$ cat src/rtl/wb_port_arbiter_if.sv
// Bundle of the register-file write-port signals shared by the pipeline
// writeback stage, the multi-cycle unit and the decode hazard check.
interface wb_port_arbiter_if;
  logic       wb_we;
  logic [2:0] wb_addr;
  logic [7:0] wb_data;
  logic       mc_valid;
  logic [2:0] mc_addr;
  logic [7:0] mc_data;
  logic       mc_ready;
  logic [2:0] id_rs1;
  logic [2:0] id_rs2;
  logic       raw_hazard;
  logic       stall_req;
  logic       rf_we;
  logic [2:0] rf_addr;
  logic [7:0] rf_data;

  // Pipeline / multi-cycle unit / decode side
  modport master (
    output wb_we, wb_addr, wb_data,
    output mc_valid, mc_addr, mc_data,
    output id_rs1, id_rs2,
    input  mc_ready, raw_hazard, stall_req,
    input  rf_we, rf_addr, rf_data
  );

  // Arbiter side
  modport slave (
    input  wb_we, wb_addr, wb_data,
    input  mc_valid, mc_addr, mc_data,
    input  id_rs1, id_rs2,
    output mc_ready, raw_hazard, stall_req,
    output rf_we, rf_addr, rf_data
  );
endinterface

$ cat src/rtl/wb_port_arbiter.sv
// Register-file write-port arbiter. Pipeline writeback wins by default; a
// multi-cycle result waits in a one-entry buffer and is forced out with a
// one-cycle pipeline stall once it has been blocked STARVE_LIMIT cycles.
module wb_port_arbiter #(
  parameter int STARVE_LIMIT = 4
) (
  input logic            clk,
  input logic            reset,
  wb_port_arbiter_if.slave bus
);

  localparam logic [3:0] LIMIT = 4'(STARVE_LIMIT);

  // Holding buffer and starvation counter
  logic       buf_valid_reg, buf_valid_next;
  logic [2:0] buf_addr_reg,  buf_addr_next;
  logic [7:0] buf_data_reg,  buf_data_next;
  logic [3:0] starve_cnt_reg, starve_cnt_next;

  // Grant decision
  logic       force_drain;
  logic       grant_buf;
  logic       discard_buf;
  logic       handshake;
  logic       grant_we;
  logic [2:0] grant_addr;
  logic [7:0] grant_data;

  // Decode source comparison
  logic [2:0] src_addr [2];
  logic [1:0] src_hit;

  assign src_addr[0] = bus.id_rs1;
  assign src_addr[1] = bus.id_rs2;

  // One comparator per decode source against the buffered destination
  generate
    for (genvar gi = 0; gi < 2; gi++) begin : g_src
      assign src_hit[gi] = buf_valid_reg & (src_addr[gi] == buf_addr_reg);
    end
  endgenerate

  // Grant priority: forced drain, then pipeline, then buffer; also next state
  always_comb begin
    force_drain     = 1'b0;
    grant_buf       = 1'b0;
    discard_buf     = 1'b0;
    handshake       = 1'b0;
    grant_we        = 1'b0;
    grant_addr      = 3'd0;
    grant_data      = 8'd0;
    buf_valid_next  = buf_valid_reg;
    buf_addr_next   = buf_addr_reg;
    buf_data_next   = buf_data_reg;
    starve_cnt_next = starve_cnt_reg;

    // While reset is held every input is ignored and the outputs stay low.
    if (reset) begin
      force_drain = buf_valid_reg & (starve_cnt_reg == LIMIT);
      handshake   = bus.mc_valid & ~buf_valid_reg;

      if (force_drain) begin
        grant_buf  = 1'b1;
        grant_we   = 1'b1;
        grant_addr = buf_addr_reg;
        grant_data = buf_data_reg;
      end else if (bus.wb_we) begin
        grant_we   = 1'b1;
        grant_addr = bus.wb_addr;
        grant_data = bus.wb_data;
        // The pipeline value is younger, so a buffered write to the same
        // register would only overwrite it with stale data.
        discard_buf = buf_valid_reg & (buf_addr_reg == bus.wb_addr);
      end else if (buf_valid_reg) begin
        grant_buf  = 1'b1;
        grant_we   = 1'b1;
        grant_addr = buf_addr_reg;
        grant_data = buf_data_reg;
      end

      // Accept only into an empty buffer; a drain never overlaps a load.
      if (handshake) begin
        buf_valid_next = 1'b1;
        buf_addr_next  = bus.mc_addr;
        buf_data_next  = bus.mc_data;
      end else if (grant_buf || discard_buf) begin
        buf_valid_next = 1'b0;
      end

      // Count cycles a full buffer loses the port; reset when it empties.
      if (!buf_valid_next || grant_buf || discard_buf) begin
        starve_cnt_next = 4'd0;
      end else if (buf_valid_reg && (starve_cnt_reg != LIMIT)) begin
        starve_cnt_next = starve_cnt_reg + 4'd1;
      end
    end
  end

  // State registers, cleared as soon as reset asserts
  always_ff @(posedge clk or negedge reset) begin
    if (!reset) begin
      buf_valid_reg  <= 1'b0;
      buf_addr_reg   <= 3'd0;
      buf_data_reg   <= 8'd0;
      starve_cnt_reg <= 4'd0;
    end else begin
      buf_valid_reg  <= buf_valid_next;
      buf_addr_reg   <= buf_addr_next;
      buf_data_reg   <= buf_data_next;
      starve_cnt_reg <= starve_cnt_next;
    end
  end

  assign bus.mc_ready   = reset & ~buf_valid_reg;
  assign bus.raw_hazard = |src_hit;
  assign bus.stall_req  = force_drain;
  assign bus.rf_we      = grant_we;
  assign bus.rf_addr    = grant_addr;
  assign bus.rf_data    = grant_data;

endmodule
$ cat src/flat_wrapper.sv
// flat-port wrapper written by rule: the top's interface ports become plain ports
module wb_port_arbiter_flat 
#(
  parameter int STARVE_LIMIT = 4
)
  (clk, reset, bus_wb_we, bus_wb_addr, bus_wb_data, bus_mc_valid, bus_mc_addr, bus_mc_data, bus_id_rs1, bus_id_rs2, bus_mc_ready, bus_raw_hazard, bus_stall_req, bus_rf_we, bus_rf_addr, bus_rf_data);
  wb_port_arbiter_if bus_i ();
  input logic clk;
  input logic reset;
  input wire logic [$bits(bus_i.wb_we)-1:0] bus_wb_we;
  input wire logic [$bits(bus_i.wb_addr)-1:0] bus_wb_addr;
  input wire logic [$bits(bus_i.wb_data)-1:0] bus_wb_data;
  input wire logic [$bits(bus_i.mc_valid)-1:0] bus_mc_valid;
  input wire logic [$bits(bus_i.mc_addr)-1:0] bus_mc_addr;
  input wire logic [$bits(bus_i.mc_data)-1:0] bus_mc_data;
  input wire logic [$bits(bus_i.id_rs1)-1:0] bus_id_rs1;
  input wire logic [$bits(bus_i.id_rs2)-1:0] bus_id_rs2;
  output wire logic [$bits(bus_i.mc_ready)-1:0] bus_mc_ready;
  output wire logic [$bits(bus_i.raw_hazard)-1:0] bus_raw_hazard;
  output wire logic [$bits(bus_i.stall_req)-1:0] bus_stall_req;
  output wire logic [$bits(bus_i.rf_we)-1:0] bus_rf_we;
  output wire logic [$bits(bus_i.rf_addr)-1:0] bus_rf_addr;
  output wire logic [$bits(bus_i.rf_data)-1:0] bus_rf_data;
  assign bus_i.wb_we = bus_wb_we;
  assign bus_i.wb_addr = bus_wb_addr;
  assign bus_i.wb_data = bus_wb_data;
  assign bus_i.mc_valid = bus_mc_valid;
  assign bus_i.mc_addr = bus_mc_addr;
  assign bus_i.mc_data = bus_mc_data;
  assign bus_i.id_rs1 = bus_id_rs1;
  assign bus_i.id_rs2 = bus_id_rs2;
  assign bus_mc_ready = bus_i.mc_ready;
  assign bus_raw_hazard = bus_i.raw_hazard;
  assign bus_stall_req = bus_i.stall_req;
  assign bus_rf_we = bus_i.rf_we;
  assign bus_rf_addr = bus_i.rf_addr;
  assign bus_rf_data = bus_i.rf_data;
  wb_port_arbiter #(.STARVE_LIMIT(STARVE_LIMIT)) u_core (.clk(clk), .reset(reset), .bus(bus_i));
endmodule
$ cat config.mk
export PLATFORM = sky130hd
export DESIGN_NAME = wb_port_arbiter_flat
export DESIGN_NICKNAME = d
export VERILOG_FILES = /design/src/rtl/wb_port_arbiter_if.sv /design/src/rtl/wb_port_arbiter.sv /design/src/flat_wrapper.sv
export SDC_FILE = /design/constraint.sdc
export NUM_CORES = 1
export LEC_CHECK = 0
export CELL_PAD_IN_SITES_DETAIL_PLACEMENT = 1
export CELL_PAD_IN_SITES_GLOBAL_PLACEMENT = 2
export CORE_AREA = 5 5 70 72
export CTS_CLUSTER_DIAMETER = 150
export DETAILED_ROUTE_END_ITERATION = 10
export DIE_AREA = 0 0 75 77
export PLACE_DENSITY_LB_ADDON = 0.1
export SYNTH_ARGS = -nofsm -noshare
export SYNTH_HDL_FRONTEND = slang
export SYNTH_SLANG_ARGS = --single-unit
$ cat constraint.sdc
create_clock -name clk -period 3.27 [get_ports clk]
set_input_delay 0.327 -clock clk [delete_from_list [all_inputs] [get_ports clk]]
set_output_delay 0.327 -clock clk [all_outputs]
set_load 0.05 [all_outputs]
==> flow_summary.yaml <==
timing:
  fmax_mhz: 399.6
  timing.hold.ws_ns: 0.4613
  fin_crit_sh_pct: 76.52
  fin_setup_tns_ns: 0
  clock_skew_ns: 0.001817
  maxSlewHeadroom_pct: 59.87
  hold_violations: 0
  rsz0062_at_grt: "no"
  maxSlewViolCount: 0
  finalSetupViolations: 0
  min_period_ns: 2.502
  worstMarginPinSlew_ns: 0.5984
global_route:
  grt_pass1_wl_um: 4899
  overflow: 0
  gr-usage-met3_pct: 3.137
  grt_pass1_vias: 977
  grt_util_all_layers_pct: 11.15
  top_usage_layer: "met2"
  grt_use_met1_pct: 15.50
  grt_max_degree: 38
  antenna_found_initial: 0
  grtUsageMet2_pct: 15.85
clocking:
  clockBufferDepth: 2
  clkSlewWorstSetupHoldPaths_ns: 0.07
  cts_max_level: 1
  clockRootBuffer: "clkbuf_8"
  cts_resized: 0
  cts-buffers-inserted: 3
  hold_buffers: 0
  clkLatencyLatePin_ns: 0.26
  clock_sinks: 16
  cts_tree: "done"
  post_cts.repair.setup_buffers: 0
critical_path:
  cp_cell_sequence: "inv_1 -> ha_1 -> and3b_1 -> a21boi_2 -> a22oi_1 -> nor2b_1 -> buf_4"
  r2r-start: "u_core.starve_cnt_reg[0]"
  crit_fanout: 11
  cp-startpoint: "u_core.starve_cnt_reg[0]"
  crit_path_end_kind: "output pin"
  crit_arrival_ns: 2.18
  required_ns: 2.94
  slowest_delay_ns: 0.49
  startpoint_type: "flip-flop"
  critPathSlowestCell: "a21boi_2"
  critPathKind: "reg -> out"
synthesis:
  yosysTopAreaCell: "dfrtp_1"
  syn-instance-count: 102
  synth_cell_types: 28
  ys_seq_elements: 16
  syn-num-nets: 136
  seq_area_frac_synth_pct: 38.28
  synth_top_area_share_pct: 38.28
  syn_area_per_cell_um2: 10.25
  synth_warnings: 0
  netlist_top_cells_area: "dfrtp_1, mux2_2, a22oi_1"
  syn-cell-area_um2: 1046
power:
  p_leak_nw: 0.6444
  powerDensity_nw_per_um2: 518.1
  ir_worst_vdd_v: 0.0001631
finish:
  final_net_count: 183
  layout.cells.non_filler: 200
  area_growth_pct: 49.40
  drive_above_1_share_pct: 23.65
  largest_register_ffs: 8
  n_antenna_cell: 0
placed_design:
  routabilityCongestion: 0.7038
  hpwl_um: 2280
  io_buffers: 46
  post-place-cells: 196
floorplanning:
  io_pins: 47
  fp.dieArea_um2: 5775
  die_h_um: 77
  row_count: 24
  start_util_pct: 24.70
  dieWidth_um: 75
  fp.coreArea_um2: 4234
job:
  drv_cap: 0
drt:
  routed_wl_um: 3052
  post_drt_wl_per_cell_um: 15.26
  ant_nets: 0
  dr.pass1.iters: 5
  route.detailed.drc: 0
  vias: 939
  vias_per_cell: 4.695
  first_iter_violations: 34
min_path:
  hold_class: "in -> async"
run_status:
  outcome: "completed"
[cell usage after synthesis (all sizes together)]
master / count
and3b: 1
buf: 5
a31oi: 2
clkbuf: 1
dfrtp: 16
o22ai: 1
o21a: 1
nor2b: 12
a21boi: 3
and3: 3
ha: 2
nand2b: 1
nand2: 5
o21ai: 3
nand3: 6
a22oi: 11
inv: 4
mux2: 12
nand4: 1
xnor2: 9
nand3b: 2
nor2: 1
[worst paths after layout]
path / end / slack [ns] / cells past startpoint
worst max register to register: u_core.buf_valid_reg / 1.86 / 6
worst min register to register: u_core.buf_data_reg[2] / 0.51 / 1
worst min-delay path: u_core.buf_data_reg[2] / 0.46 / 2
worst max-delay path: bus_rf_data[2] / 0.77 / 7
max in group asynchronous: u_core.starve_cnt_reg[2] / 2.53 / 2
min in group clk: u_core.buf_data_reg[2] / 0.51 / 1
[worst max-delay path, delay by kind of cell (launching register included)]
kind	cells	cell delay, ns
simple gates	2	0.36
fa+ha+maj	1	0.21
buf+inv	2	0.28
flops	1	0.38
compound gates	2	0.67
[metrics by stage]
step	util, %	total power [mW]	area, um^2	setup slack, ns
6_report	36.91	0.8096	1563	0.7678
5_1_grt	36.91	0.8647	1563	0.5401
4_1_cts	36.91	0.8262	1563	0.6912
3_5_place_dp	35.61	0.6352	1508	0.9200
3_3_place_gp	35.61	0.6263	1508	0.9588
2_1_floorplan	-	0.5194	1046	1.064
[area by class of cell]
| class | count | area [um^2] |
|---|---|---|
| fill | 491 | 2671 |
| multi-input combinational | 76 | 586.8 |
| timing repair buffer | 48 | 440.4 |
| sequential | 16 | 400.4 |
| tap | 52 | 65.06 |
| clock buffer | 4 | 55.05 |
| inverter | 4 | 15.01 |
[layer usage]
metal / wire length (um) / up-vias
li1: - / 451
met1: 1351 / 454
met2: 1437 / 32
met3: 242 / 2
met4: 21 / 0
met5: 0 / -
[layout by cell type (no fill, tap or decap), types with 2 or more instances in the layout]
cell             synthesis  final
ha_1                     2      2
dfrtp_1                 16     16
nand2_1                  5      5
a22oi_1                 11     11
clkbuf_8                 0      4
buf_4                    1     16
mux2_2                  12     12
clkdlybuf4s50_1          0     32
and3_1                   3      3
inv_1                    4      4
a31oi_1                  2      2
nor2b_1                 12     12
o21ai_0                  2      2
xnor2_1                  9      9
nand3_1                  6      6
[kinds of logic after synthesis]
| group | share of synthesized area, % |
|---|---|
| AO/OA/AOI/OAI | 14.35 |
| XOR/XNOR | 7.536 |
| adder cells (fa/ha/maj) | 2.392 |
| buffers and inverters | 5.621 |
| flip-flops | 38.28 |
| multiplexers | 12.92 |
| AND/OR/NAND/NOR | 18.90 |
[power by group]
group | internal [mW] | total (mW) | switching [mW]
sequential | 0.250 | 0.301 | 0.0509
clock | 0.107 | 0.185 | 0.0781
combinational | 0.159 | 0.324 | 0.164
total | 0.517 | 0.810 | 0.293
No activity file was read; power rests on OpenSTA's default activity.
